### src/rtl/bcd_digit_stepper_pkg.sv
// Shared definitions for the BCD digit stepper.
//   state_t      : control FSM state encoding
//   NIBBLE_W     : bits per BCD digit
//   ADD3_THRESH  : nibble value at or above which double-dabble adds 3
//   add3_correct : the per-nibble correction applied before each shift
package bcd_digit_stepper_pkg;

  localparam int unsigned NIBBLE_W    = 4;
  localparam logic [3:0]  ADD3_THRESH = 4'd5;

  typedef enum logic [1:0] {
    IDLE  = 2'd0,
    SHIFT = 2'd1,
    SHOW  = 2'd2
  } state_t;

  function automatic logic [3:0] add3_correct(input logic [3:0] nibble);
    return (nibble >= ADD3_THRESH) ? nibble + 4'd3 : nibble;
  endfunction

endpackage

### src/rtl/bcd_digit_stepper_add3.sv
// Combinational double-dabble nibble correction.
//   value     : current BCD nibble
//   corrected : value + 3 when value >= 5, otherwise value unchanged
module bcd_add3
  import bcd_digit_stepper_pkg::*;
(
  input  logic [3:0] value,
  output logic [3:0] corrected
);

  always_comb begin
    corrected = add3_correct(value);
  end

endmodule

### src/rtl/bcd_digit_stepper.sv
// Serial binary-to-BCD converter (double dabble) with a digit stepper for a
// single seven-segment display. A value accepted on in_valid is converted one
// bit per cycle; afterwards the most significant digit is shown and each
// rising edge of the step button moves one position towards the LSD,
// wrapping back to the MSD.
//
// Ports:
//   clk, rst_n   : clock, asynchronous active-low reset
//   in_valid     : binary value offered on in_value
//   in_value     : unsigned binary value (WIDTH bits)
//   in_ready     : a value can be accepted this cycle (low while converting)
//   step         : level button; each rising edge advances the digit
//   digit        : selected BCD digit (0 unless a result is shown)
//   digit_idx    : selected position, 0 = least significant
//   digit_valid  : digit/digit_idx hold a finished conversion
//   digit_blank  : selected digit is a leading zero (never position 0)
//   busy         : conversion in progress
module bcd_digit_stepper
  import bcd_digit_stepper_pkg::*;
#(
  parameter int unsigned WIDTH  = 16,
  parameter int unsigned DIGITS = 5
) (
  input  logic             clk,
  input  logic             rst_n,
  input  logic             in_valid,
  input  logic [WIDTH-1:0] in_value,
  output logic             in_ready,
  input  logic             step,
  output logic [3:0]       digit,
  output logic [2:0]       digit_idx,
  output logic             digit_valid,
  output logic             digit_blank,
  output logic             busy
);

  localparam int unsigned BCD_W    = DIGITS * NIBBLE_W;
  localparam int unsigned CNT_W    = $clog2(WIDTH + 1);
  localparam logic [2:0]  LAST_IDX = 3'(DIGITS - 1);

  state_t             state, state_nx;
  logic [WIDTH-1:0]   bin, bin_nx;
  logic [BCD_W-1:0]   bcd, bcd_nx, bcd_corr;
  logic [CNT_W-1:0]   cnt, cnt_nx;
  logic [2:0]         idx, idx_nx;
  logic               step_q;
  logic               armed, armed_nx;
  logic               step_edge;
  logic [3:0]         digit_sel;
  logic               nonzero_above;

  // One correction unit per BCD digit, all working on the current accumulator.
  for (genvar g = 0; g < DIGITS; g++) begin : g_add3
    bcd_add3 u_add3 (
      .value     (bcd[g*NIBBLE_W +: NIBBLE_W]),
      .corrected (bcd_corr[g*NIBBLE_W +: NIBBLE_W])
    );
  end

  // armed only becomes set once step has been sampled low, so a button held
  // through reset release cannot register as a press.
  assign armed_nx  = armed | ~step;
  assign step_edge = step & ~step_q & armed;

  always_ff @(posedge clk or negedge rst_n) begin
    if (!rst_n) begin
      state  <= IDLE;
      bin    <= '0;
      bcd    <= '0;
      cnt    <= '0;
      idx    <= '0;
      step_q <= 1'b0;
      armed  <= 1'b0;
    end else begin
      state  <= state_nx;
      bin    <= bin_nx;
      bcd    <= bcd_nx;
      cnt    <= cnt_nx;
      idx    <= idx_nx;
      step_q <= step;
      armed  <= armed_nx;
    end
  end

  // The counter is loaded with WIDTH and the final SHIFT cycle (cnt == 0)
  // performs no shift; it only moves to SHOW. That extra cycle gives the
  // WIDTH+1 cycle busy window.
  always_comb begin
    state_nx = state;
    bin_nx   = bin;
    bcd_nx   = bcd;
    cnt_nx   = cnt;
    idx_nx   = idx;

    case (state)
      IDLE, SHOW: begin
        if (in_valid) begin
          // A new conversion wins over a simultaneous step; idx is held.
          bin_nx   = in_value;
          bcd_nx   = '0;
          cnt_nx   = CNT_W'(WIDTH);
          state_nx = SHIFT;
        end else if (state == SHOW && step_edge) begin
          idx_nx = (idx == 3'd0) ? LAST_IDX : idx - 3'd1;
        end
      end
      SHIFT: begin
        if (cnt == '0) begin
          state_nx = SHOW;
          idx_nx   = LAST_IDX;
        end else begin
          {bcd_nx, bin_nx} = {bcd_corr, bin} << 1;
          cnt_nx           = cnt - 1'b1;
        end
      end
      default: begin
        state_nx = IDLE;
      end
    endcase
  end

  always_comb begin
    in_ready    = (state != SHIFT);
    busy        = (state == SHIFT);
    digit_valid = (state == SHOW);
  end

  // Digit mux and leading-zero detection over positions >= idx.
  always_comb begin
    digit_sel     = '0;
    nonzero_above = 1'b0;
    for (int unsigned i = 0; i < DIGITS; i++) begin
      if (3'(i) == idx) begin
        digit_sel = bcd[i*NIBBLE_W +: NIBBLE_W];
      end
      if (i >= 32'(idx) && bcd[i*NIBBLE_W +: NIBBLE_W] != '0) begin
        nonzero_above = 1'b1;
      end
    end
  end

  always_comb begin
    digit_idx   = idx;
    digit       = digit_valid ? digit_sel : 4'd0;
    digit_blank = digit_valid && (idx != 3'd0) && !nonzero_above;
  end

endmodule

### config.mk
export PLATFORM = sky130hd
export DESIGN_NAME = bcd_digit_stepper
export DESIGN_NICKNAME = d
export VERILOG_FILES = /design/src/rtl/bcd_digit_stepper_pkg.sv /design/src/rtl/bcd_digit_stepper_add3.sv /design/src/rtl/bcd_digit_stepper.sv
export SDC_FILE = /design/constraint.sdc
export NUM_CORES = 1
export LEC_CHECK = 0
export CORE_MARGIN = 2
export CORE_UTILIZATION = 51
export DETAILED_ROUTE_END_ITERATION = 16
export PLACE_DENSITY = 0.76
export REMOVE_ABC_BUFFERS = 1
export SYNTH_ARGS = -nofsm -noshare
export SYNTH_HDL_FRONTEND = slang
export SYNTH_SLANG_ARGS = --single-unit
export TNS_END_PERCENT = 1
### constraint.sdc
create_clock -name clk -period 1.6 [get_ports clk]
set_input_delay 0.16 -clock clk [delete_from_list [all_inputs] [get_ports clk]]
set_output_delay 0.16 -clock clk [all_outputs]
set_load 0.02 [all_outputs]
* After elaboration in Yosys (flattened, before gate mapping)
Index checks and enable logic that the tools add are counted.
Operators by class: $add $sub $neg 7, $lt $le $gt $ge 10, eq/ne operators 12, muxes and demuxes 33, bitwise operators 5, reductions and logical operators 23
Operators by type and width (count):
- two-way mux 20 bit | 2
- two-way mux 4 bit | 10
- case mux 20 bit (2 select lines) | 1
- two-way mux 16 bit | 2
- case mux 16 bit (2 select lines) | 1
- greater-or-equal comparator 4 x 3 -> 1 bit, second input constant | 5
- nonzero test 4 bit | 5
- adder 4 x 2 -> 4 bit, second input constant | 4
- two-way mux 3 bit | 5
- two-way mux 5 bit | 2
- case mux 5 bit (2 select lines) | 1
- logical AND 1 bit | 8
- inequality test 2 bit, second input constant | 4
- == test 2 x 3 -> 1 bit, first input constant | 2
- greater-or-equal comparator 1 x 3 -> 1 bit, first input constant | 2
- greater-or-equal comparator 2 x 3 -> 1 bit, first input constant | 2
- case mux 3 bit (2 select lines) | 1
- zero test 5 bit | 1
- two-way mux 1 bit | 5
- subtractor 5 x 1 -> 5 bit, second input constant | 1
- two-way mux 2 bit | 2
- inequality test 2 x 1 -> 1 bit, second input constant | 2
- case mux 2 bit (2 select lines) | 1
- AND reduction 4 bit | 1
- other kinds (18) | 20
Word-level totals: register bits 48, output and inout bits 11, word-level logic and storage cells 97

* Longest topological paths before layout
Gate-level depths: netlist (run 1).
word-level depth 9, mapped depth 8, gate-level depth less buffers 7

* Modules after synthesis
Synthesis (run 1) repeated with hierarchy kept, for this count alone.
Second synthesis, totals: cells, all modules 337, area total of the unflattened synthesis 2811.4 µm²
By module, submodules not included:
- bcd_digit_stepper | instances 1, cells an instance 257, area an instance 2304.7 µm²
- bcd_add3 | instances 5, cells an instance 16, area an instance 101.3 µm²

* Least setup slack after synthesis (run 1)
No wires, ideal clock.
path kind register to output, start register bcd[8], end output port digit_blank, arrival time 1667 ps, path slack -227 ps, cell stages (with the launch flop) 7, cell sequence dfrtp_1 -> inv_1 -> ha_1 -> nor3b_1 -> a31o_2 -> a22oi_1 -> o21ai_0
Between the ends: word-level cells in the longest chain between the ends 7
RTL lines:
- start, declared | RTL line bcd_digit_stepper.sv:43 | logic [BCD_W-1:0] bcd, bcd_nx, bcd_corr;
- start signal, assigned | RTL line bcd_digit_stepper.sv:77 | bcd <= bcd_nx;
- nonzero test 4 bit | RTL line bcd_digit_stepper.sv:136 | if (i >= 32'(idx) && bcd[i*NIBBLE_W +: NIBBLE_W] != '0) begin
- logical AND 1 bit | RTL line bcd_digit_stepper.sv:136
- two-way mux 1 bit (3 in series) | RTL line bcd_digit_stepper.sv:136
- zero test 1 bit | RTL line bcd_digit_stepper.sv:145 | digit_blank = digit_valid && (idx != 3'd0) && !nonzero_above;
- logical AND 1 bit | RTL line bcd_digit_stepper.sv:145
- end, declared | RTL line bcd_digit_stepper.sv:33 | output logic digit_blank,
Every way passes these cells.

* Worst setup path in the final report (run 1)
Ends and elaborated chain as after synthesis.

==> metrics, run 1 <==
chip height 77.4 um; Worst-path clk slew 0.09 ns; Avg Synthesized Cell Area 9.71 sq um; power per standard cell area 2080 nW/um^2; synth unique cells 38; #FFs+latches synth 48; largest net degree at the start of global routing 32; Finished Core Util 74.1%; Tmin final 1.83 ns; Max Freq 547 MHz; Post-synth EDFFs 0; worst slack after detailed placement -0.507 ns; synthesized area 2750 sq um; worst r2r dst bin[6]; status finished with violations; H-tree Lvls 2; DR vias/cell 5.48; top post-synthesis cells by area dfrtp_1, nand2_1, ha_1; Reg2Reg Setup Slack -0.17 ns; Seq/Total Area, Yosys 43.7%; antenna viol nets, final 0; Die ar. 5990 sq um; critical path class reg2out; CP max stage cell dfrtp_1; CP Launch Type flip-flop; Final period util 114%; overall routed net length 6950 um; Num CTS Buffers 5; grt ovf 0; Hold Vio Cnt, Final 0; Post-Synth XOR/XNOR Area 1.59%; Iter 0 DRT Violations 159; R2R depth 8; main combinational cell family by area after synthesis simple AND/OR/NAND/NOR gates; CP Buf/Inv Count 2; Crit path arrival time 1.67 ns; met3 global-route usage 4.30%; drt drc 0; CP endpoint kind primary output; Hold Crit Class in2async; CTS sink cnt 48; VDD IR-drop max 0.000952 V; Compound-Gate Fraction of Synth Area 17.2%; Ant. Diodes 0; CTS tree built; initial core utilization 53.5%; Leakage 1.77 nW; global-route wire length before repair 11600 um; Setup-failing EPs final 46; DIE WIDTH 77.4 um; most frequent cell after synthesis nand2_1; worst path cell trace inv_2, ha_4, nor3b_4, a31o_2, a22oi_2, o21ai_2, buf_6; critical path required time 1.44 ns; mux contribution to synthesized area 7.06%; worst reg2reg path startpoint cnt[0]; WL per Instance 15.5 um; GRT busiest layer met2; CP peak stage delay 0.39 ns; final setup margin -0.227 ns; CP Launch Point bcd[8]; RSZ-0062 raised after global routing yes; GR Util met2 42.4%; Slew headroom 69.8%; Syn. warnings 0; I/O pin total 31; Worst-Skew Late Latency 0.30 ns; final hold slack 0.332 ns; Port Buffers 30; synthesized instance count 283; share of cells above drive strength 1 34.9%; Layout area overhead 38.6%; Pre-Repair DR Iteration Count 5; number of max-cap violations 0; CTS root buf clkbuf_8; Post-Synth Simple-Gate Area 19.4%; Final Max Tran Viols 0; Commonest cells post-synth nand2_1, dfrtp_1, nor2_1; Worst Skew 0.0129 ns; GR Util met1 30.5%; Floorplan Core Area 5140 sq um; Std-Cell Rows 26; asr flop ratio synth 100%; Worst-Margin Slew 0.453 ns; number of antenna violations at the first check in global routing 0; vias 2456; GRT Total Usage 24.3%; largest area contributor in the netlist dfrtp_1; failing checks negative setup slack; HPWL Detailed 4890 um; fin nets 410; crit-path max FO 2; gpl congestion 0.888; CP top delay family compound AO/OA/AOI/OAI gates; post-synth top area share 43.7%; vias in the first global route 2517; clock buffer depth 2; main flop type after synthesis dfrtp_1; fraction of the mapped netlist area in adder cells 5.46%
-- where the power goes --
part	total, mW	leakage (nW)	internal [mW]	switching [mW]
sequential	2.22	0.579	1.79	0.436
clock	0.707	0.0400	0.297	0.410
combinational	5.01	1.15	2.57	2.44
-- metrics by stage --
step	setup TNS (ns)	instances	instance area, sq um	power (mW)
3_3_place_gp	-6.57	433	3560	6.65
2_1_floorplan	-30.15	268	2650	4.83
4_1_cts	-6.03	446	3720	7.71
6_report	-6.02	448	3810	7.94
5_1_grt	-9.02	448	3810	8.51
3_5_place_dp	-7.53	433	3560	6.81
-- state kept, by name (all words and copies together) (netlist names) --
| name | flops |
|---|---|
| bin | 16 |
| step_q | 1 |
| armed | 1 |
| bcd | 20 |
| cnt | 5 |
| state | 2 |
| digit_idx | 3 |
-- layout make-up --
cell class                 count  area [sq um]
inverter                      15          56.3
clock inverter                 2          12.5
timing repair buffer         103           895
tap                           70          87.6
multi-input combinational    205          1490
fill                         369          1330
sequential                    48          1200
clock buffer                   5          68.8
-- worst reg2reg max path, stage by stage, from the launching register on --
cell	delay, ns
dfrtp_1	0.38
inv_1	0.07
ha_1	0.16
or4b_4	0.48
mux2i_4	0.17
inv_2	0.08
buf_12	0.17
nor2_1	0.09
a31oi_1	0.05
-- worst max path at each step --
stage | depth (start not counted) | slack (ns) | end
floorplan | 6 | -0.85 | bin[10]
global placement | 7 | -0.47 | digit_blank
detailed placement | 7 | -0.51 | digit_blank
CTS | 6 | -0.22 | digit_blank
global route | 7 | -0.33 | digit_blank
finish | 7 | -0.23 | digit_blank
-- per-layer routing --
metal / wire length, um / share of wire [%]
met2: 3520 / 51
met1: 3030 / 44
met3: 296 / 4.3
met4: 115 / 1.7
met5: 0 / 0
-- kinds of logic (layout without fill, tap and decap cells) --
| logic type | Yosys count | after routing |
|---|---|---|
| simple gates | 111 | 111 |
| compound gates | 64 | 64 |
| flops | 48 | 48 |
| buf+inv | 30 | 125 |
| mux | 13 | 13 |
| fa+ha+maj | 12 | 12 |
| xor+xnor | 5 | 5 |
-- repair_timing --
item / 4_1_cts / 5_1_grt
hold buffers: 1 / 0
hold endpoints to repair: 17 / 0
pin swaps: 5 / 5
setup buffers: 6 / 2
endpoints found under the setup margin: 54 / 54
resized for setup: 44 / 23
-- cells in the final DEF (no fill, tap or decap), types with 3 or more instances in the layout --
cell type,netlist,layout
nor2_1,23,14
mux4_2,4,4
a31oi_1,20,20
clkbuf_8,0,5
buf_12,0,4
dlygate4sd2_1,0,3
buf_4,1,65
buf_6,4,6
buf_2,4,3
inv_1,13,11
xnor2_1,5,5
ha_1,12,11
nor3b_1,11,9
nand2b_1,9,9
clkdlybuf4s50_1,0,18
a21oi_1,9,9
a22o_1,6,6
o21ai_0,10,9
nand2_1,49,48
mux2i_1,7,7
o22ai_2,10,10
nor2_2,0,9
inv_2,2,4
nand4_1,6,6
nand3_1,3,3
dfrtp_1,48,46
No activity file was read; power rests on OpenSTA's default activity.
==> run 2, diff against run 1 <==
--- a/config.mk
+++ b/config.mk
@@ -5,11 +5,13 @@
 export SDC_FILE = /design/constraint.sdc
 export NUM_CORES = 1
 export LEC_CHECK = 0
+export CAP_MARGIN = 40
 export CORE_MARGIN = 2
 export CORE_UTILIZATION = 51
 export DETAILED_ROUTE_END_ITERATION = 16
 export PLACE_DENSITY = 0.76
 export REMOVE_ABC_BUFFERS = 1
+export SKIP_CTS_REPAIR_TIMING = 1
 export SYNTH_ARGS = -nofsm -noshare
 export SYNTH_HDL_FRONTEND = slang
 export SYNTH_SLANG_ARGS = --single-unit
==> run 2 against run 1 <==
  * The flow still finishes with violations (negative setup slack)
  * Die area is the same
  * Setup slack lost 0.015 ns
  * Sequential share of layout area down 0.20 points
  * Combinational power is essentially flat
  * Routed wire length up 0.75%
  * Sequential power barely moved
  * Worst hold slack better by 0.0075 ns
  * First-iteration DRC count increased by 33%
  * Fmax shrank 0.84%
  * Final area is 0.62% higher
  * Critical path type unchanged
  * Largest power group unchanged
  * Highest routed layer unchanged
==> metrics, run 2 (synthesized netlist as in run 1, its figures left out) <==
Iter 0 DRT Violations 211 (+33%); Layout Cells excl Fill 447 (-0.22%); max FFs per register 20 (unchanged); chip height 77.4 um (unchanged); share of cells above drive strength 1 35.8% (+0.89 points); grt ovf 0 (unchanged); Std-Cell Rows 26 (unchanged); Die ar. 5990 sq um (unchanged); RSZ-0062 raised after global routing yes; status finished with violations; Leakage 1.80 nW (+2.0%); Worst-path clk slew 0.09 ns (about the same); failing checks negative setup slack; GRT Total Usage 23.6% (-0.73 points); overall routed net length 7010 um (+0.75%); global-route wire length before repair 11300 um (-2.7%); CP endpoint kind primary output; CTS tree built; Final period util 115% (+0.96 points); Clk pwr share 8.8% (about the same); Num CTS Buffers 5 (unchanged); Hold Crit Class in2async; Crit path arrival time 1.68 ns (about the same); Setup-failing EPs final 45 (-2.2%); Layout area overhead 39.5%; H-tree Lvls 2 (unchanged); vias in the first global route 2474 (-1.7%); Pwr Total 7.98 mW (+0.55%); worst slack after detailed placement -0.507 ns (unchanged); Worst-Margin Slew 0.456 ns (+0.00322 ns); vias 2486 (+1.2%); Floorplan Core Area 5140 sq um (unchanged); Switching Share 41.5% (+0.12 points); Comb pwr share 63.2% (about the same); power per standard cell area 2080 nW/um^2 (about the same); CTS sink cnt 48 (unchanged); Max Freq 543 MHz (-0.84%); Ant. Diodes 0 (unchanged); number of antenna violations at the first check in global routing 0 (unchanged); Finished Core Util 74.6% (+0.46 points); worst reg2reg path startpoint cnt[0]; Pre-Repair DR Iteration Count 4 (-1); Biggest register bcd; power share of the sequential group 28.0% (about the same); Worst Skew 0.0139 ns (+0.000951 ns); initial core utilization 53.5% (unchanged); CTS root buf clkbuf_8; critical path required time 1.44 ns (about the same); Switch Pwr 3.31 mW (+0.83%); Final Max Tran Viols 0 (unchanged); dpl cells 433 (unchanged); fin nets 409 (-0.24%); crit-path max FO 4 (+2); Pint 4.67 mW (+0.35%); Hold Vio Cnt, Final 0 (unchanged); antenna viol nets, final 0 (unchanged); WL per Instance 15.7 um (+0.97%); Tmin final 1.84 ns (+0.0154 ns); final setup margin -0.242 ns (-0.0154 ns); Slew headroom 69.6% (-0.21 points); CP Launch Point digit_idx[0]; largest net degree at the start of global routing 32 (unchanged); number of max-cap violations 0 (unchanged); CP Launch Type flip-flop; HPWL Detailed 4890 um (unchanged); clock buffer depth 2 (unchanged); DR vias/cell 5.56 (+1.4%); top flop regs bcd x20, bin x16, cnt x5; drt drc 0 (unchanged); final hold slack 0.340 ns (+0.00745 ns); DIE WIDTH 77.4 um (unchanged); commonest non-fill, non-tap cell in the layout buf_4; critical path class reg2out; VDD IR-drop max 0.000954 V (+0.28%); Worst-Skew Late Latency 0.30 ns (about the same); most frequent cells in the layout buf_4, nand2_1, dfrtp_1; Port Buffers 30 (unchanged); gpl congestion 0.888 (unchanged); I/O pin total 31 (unchanged)
## run 2: worst max-delay path, stage by stage, from the launching register on
cell and delay [ns]:
dfrtp_2 0.42, buf_6 0.12, buf_6 0.08, mux4_2 0.50, nand2_1 0.08, nand2_1 0.06, buf_6 0.13
## run 2: power groups by stage
stage	clock (mW)	sequential (mW)	combinational, mW
after global placement	0	2.17	4.48
final	0.704	2.23	5.04
after floorplan	0	2.23	2.60
after detailed placement	0	2.20	4.61
after global routing	0.758	2.29	5.49
after CTS	0.716	2.17	4.66
## run 2: final timing paths
path	endpoint	slack (ns)	cells after the start
max in group asynchronous	bcd[15]	0.74	3
setup reg to reg	bin[6]	-0.17	8
hold / removal	cnt[4]	0.34	2
setup / recovery	digit[0]	-0.24	6
hold reg to reg	armed	0.50	1
min in group clk	step_q	0.37	1
## run 2: metal layers
metal	global-route usage, %	routed length [um]	vias up
li1	-	-	1186
met1	30.1	3110	1228
met2	41.2	3520	63
met3	3.95	270	9
met4	6.79	99	0
met5	0	0	-
## run 2: per-stage QoR
step	TNS (ns)	cell area [sq um]
2_1_floorplan	-30.15	2650
5_1_grt	-9.05	3830
3_3_place_gp	-6.57	3560
3_5_place_dp	-7.53	3560
4_1_cts	-10.56	3640
6_report	-6.11	3830
## run 2: area by class of cell
type	count	area, sq um
timing repair buffer	102	892
multi-input combinational	205	1510
inverter	15	56.3
tap	70	87.6
sequential	48	1200
clock buffer	5	68.8
clock inverter	2	12.5
fill	351	1310
==> run 3, diff against run 2 <==
--- a/config.mk
+++ b/config.mk
@@ -7,10 +7,8 @@
 export LEC_CHECK = 0
 export CAP_MARGIN = 40
 export CORE_MARGIN = 2
-export CORE_UTILIZATION = 51
+export CORE_UTILIZATION = 30
 export DETAILED_ROUTE_END_ITERATION = 16
-export PLACE_DENSITY = 0.76
-export REMOVE_ABC_BUFFERS = 1
 export SKIP_CTS_REPAIR_TIMING = 1
 export SYNTH_ARGS = -nofsm -noshare
 export SYNTH_HDL_FRONTEND = slang
==> run 3 against run 2 <==
  * The run still ends with negative setup slack left
  * Sequential power barely moved
  * Routed wire length decreased by 0.90%
  * Clock skew down 0.010 ns
  * Flip-flop and latch count stayed put
  * Register-to-register slack about the same
  * Via count fell by 4.9%
  * Sequential share of layout area fell by 0.39 points
==> metrics, run 3 (synthesized netlist as in run 1, its figures left out) <==
status finished with violations; failing checks negative setup slack; Layout area overhead 41.3%; GR Util met1 20.6% (-9.5 points); CP Launch Type flip-flop; CP top delay family compound AO/OA/AOI/OAI gates; Std-Cell Rows 34 (+31%); Tmin final 1.86 ns (+0.0180 ns); WP depth 7 (+1); cell area after layout 3880 sq um (+1.3%); Net Count, Synth 315; gpl congestion 0.819 (-7.8%); worst path cell trace inv_1, ha_1, nor3b_4, a31o_2, a22oi_2, o21ai_2, buf_4; critical path class reg2out; largest net degree at the start of global routing 49 (+53%); met3 global-route usage 1.97% (-2.0 points); CP endpoint kind primary output; power per standard cell area 2050 nW/um^2 (-1.6%); Slew headroom 81.0% (+11 points); Num CTS Buffers 5 (unchanged); share of cells above drive strength 1 36.7% (+0.87 points); CTS tree built; HPWL Detailed 5160 um (+5.5%); CTS sink cnt 48 (unchanged); Placed Area 3660 sq um (+2.8%); DIE WIDTH 99.7 um (+29%); GRT busiest layer met2; Hold Vio Cnt, Final 0 (unchanged); top flop regs bcd x20, bin x16, cnt x5; WL per Instance 14.3 um (-9.0%); Pre-Repair DR Iteration Count 4 (unchanged); vias in the first global route 2372 (-4.1%); Floorplan Core Area 8810 sq um (+71%); RSZ-0062 raised after global routing yes; most frequent cells in the layout buf_4, nand2_1, dfrtp_1; CP peak stage delay 0.36 ns (-0.14 ns); chip height 99.7 um (+29%); Switching Share 40.9% (-0.53 points); Port Buffers 30 (unchanged); Comb pwr share 61.7% (-1.5 points); Worst Skew 0.00361 ns (-0.0102 ns); critical path required time 1.44 ns (about the same); Final Max Tran Viols 0 (unchanged); final setup margin -0.260 ns (-0.0180 ns); initial core utilization 31.2% (-22 points); drt drc 0 (unchanged); worst reg2reg path startpoint cnt[1]; Clk pwr share 10.0% (+1.2 points); Reg2Reg Setup Slack -0.18 ns (about the same); antenna viol nets, final 0 (unchanged); max FFs per register 20 (unchanged); Worst-Skew Late Latency 0.31 ns (about the same); grt ovf 0 (unchanged); CTS root buf clkbuf_8; Hold Crit Class in2async; Die ar. 9940 sq um (+66%); Max Freq 538 MHz (-0.97%); Iter 0 DRT Violations 72 (-66%); number of max-cap violations 0 (unchanged); Crit path arrival time 1.70 ns (+0.02 ns); GRT Total Usage 14.9% (-8.6 points); Leakage 1.81 nW (+0.17%); VDD IR-drop max 0.000594 V (-38%); Pint 4.70 mW (+0.53%); R2R depth 8 (unchanged); crit-path max FO 2 (-2); power share of the sequential group 28.3% (+0.3 points); worst r2r dst bin[8]; Biggest register bcd; fin nets 410 (+0.24%); I/O pin total 31 (unchanged); commonest non-fill, non-tap cell in the layout buf_4; clock buffer depth 2 (unchanged); Worst-path clk slew 0.09 ns (about the same); overall routed net length 6940 um (-0.90%); CP max stage cell dfrtp_1; GR Util met2 24.4% (-17 points); Worst-Margin Slew 0.285 ns (-0.171 ns); CP Buf/Inv Count 2 (-1); global-route wire length before repair 11800 um (+4.4%); DR vias/cell 4.85 (-13%); Ant. Diodes 0 (unchanged); H-tree Lvls 2 (unchanged); Final period util 116% (+1.1 points); number of antenna violations at the first check in global routing 0 (unchanged); Setup TNS Final -5.61 ns (+0.505 ns); Switch Pwr 3.26 mW (-1.7%); Setup-failing EPs final 44 (-2.2%); vias 2363 (-4.9%)
==> run 3: cell types whose count changed in the layout (fill, tap and decap cells not counted), sizes merged <==
cell	delta
dlymetal6s2s	-1
clkinvlp	-1
clkbuf	+1
inv	+1
buf	+2
==> run 3: cell type report <==
cell class,instances,area [sq um]
sequential,48,1200
clock buffer,6,82.6
multi-input combinational,205,1520
clock inverter,2,13.8
fill,847,4920
tap,108,135
timing repair buffer,103,873
inverter,15,56.3
==> run 3: metrics by stage <==
step	util, %	worst slack [ns]	hold slack (ns)	instances	power [mW]
global placement	41.6	-0.437	0.169	478	6.84
CTS	42.7	-0.841	-0.169	486	7.77
floorplan	-	-0.145	-0.136	283	5.06
global route	44.1	-0.337	0.400	487	8.66
detailed placement	41.6	-0.467	0.173	478	6.96
finish	44.1	-0.260	0.350	487	7.95
==> run 3: worst register-to-register path, cell delays in order, from the launching register on <==
cell and delay, ns:
dfrtp_1 0.40, inv_2 0.08, ha_4 0.13, or4b_4 0.47
mux2i_4 0.17, inv_2 0.09, buf_12 0.17, nor2_1 0.11
a31oi_1 0.05
==> run 3: worst max-delay path by stage <==
stage / start / endpoint / slack, ns
global route: bcd[8] / digit_blank / -0.34
finish: bcd[8] / digit_blank / -0.26
CTS: bcd[8] / digit_blank / -0.84
global placement: bcd[9] / digit_blank / -0.44
detailed placement: bcd[8] / digit_blank / -0.47
floorplan: cnt[0] / bin[13] / -0.15
==> run 3: metal layers <==
metal,vias up,part of all wire (%)
met1,1147,49
met3,7,1.4
met4,0,1.4
met2,19,48
met5,-,0
li1,1190,-
==> run 3: power by group through the flow <==
stage	Combinational [mW]	Sequential (mW)	Clock [mW]
after floorplan	2.88	2.17	0
after global placement	4.66	2.18	0
after detailed placement	4.76	2.19	0
after CTS	4.77	2.17	0.823
after global routing	5.47	2.32	0.868
final	4.91	2.25	0.792
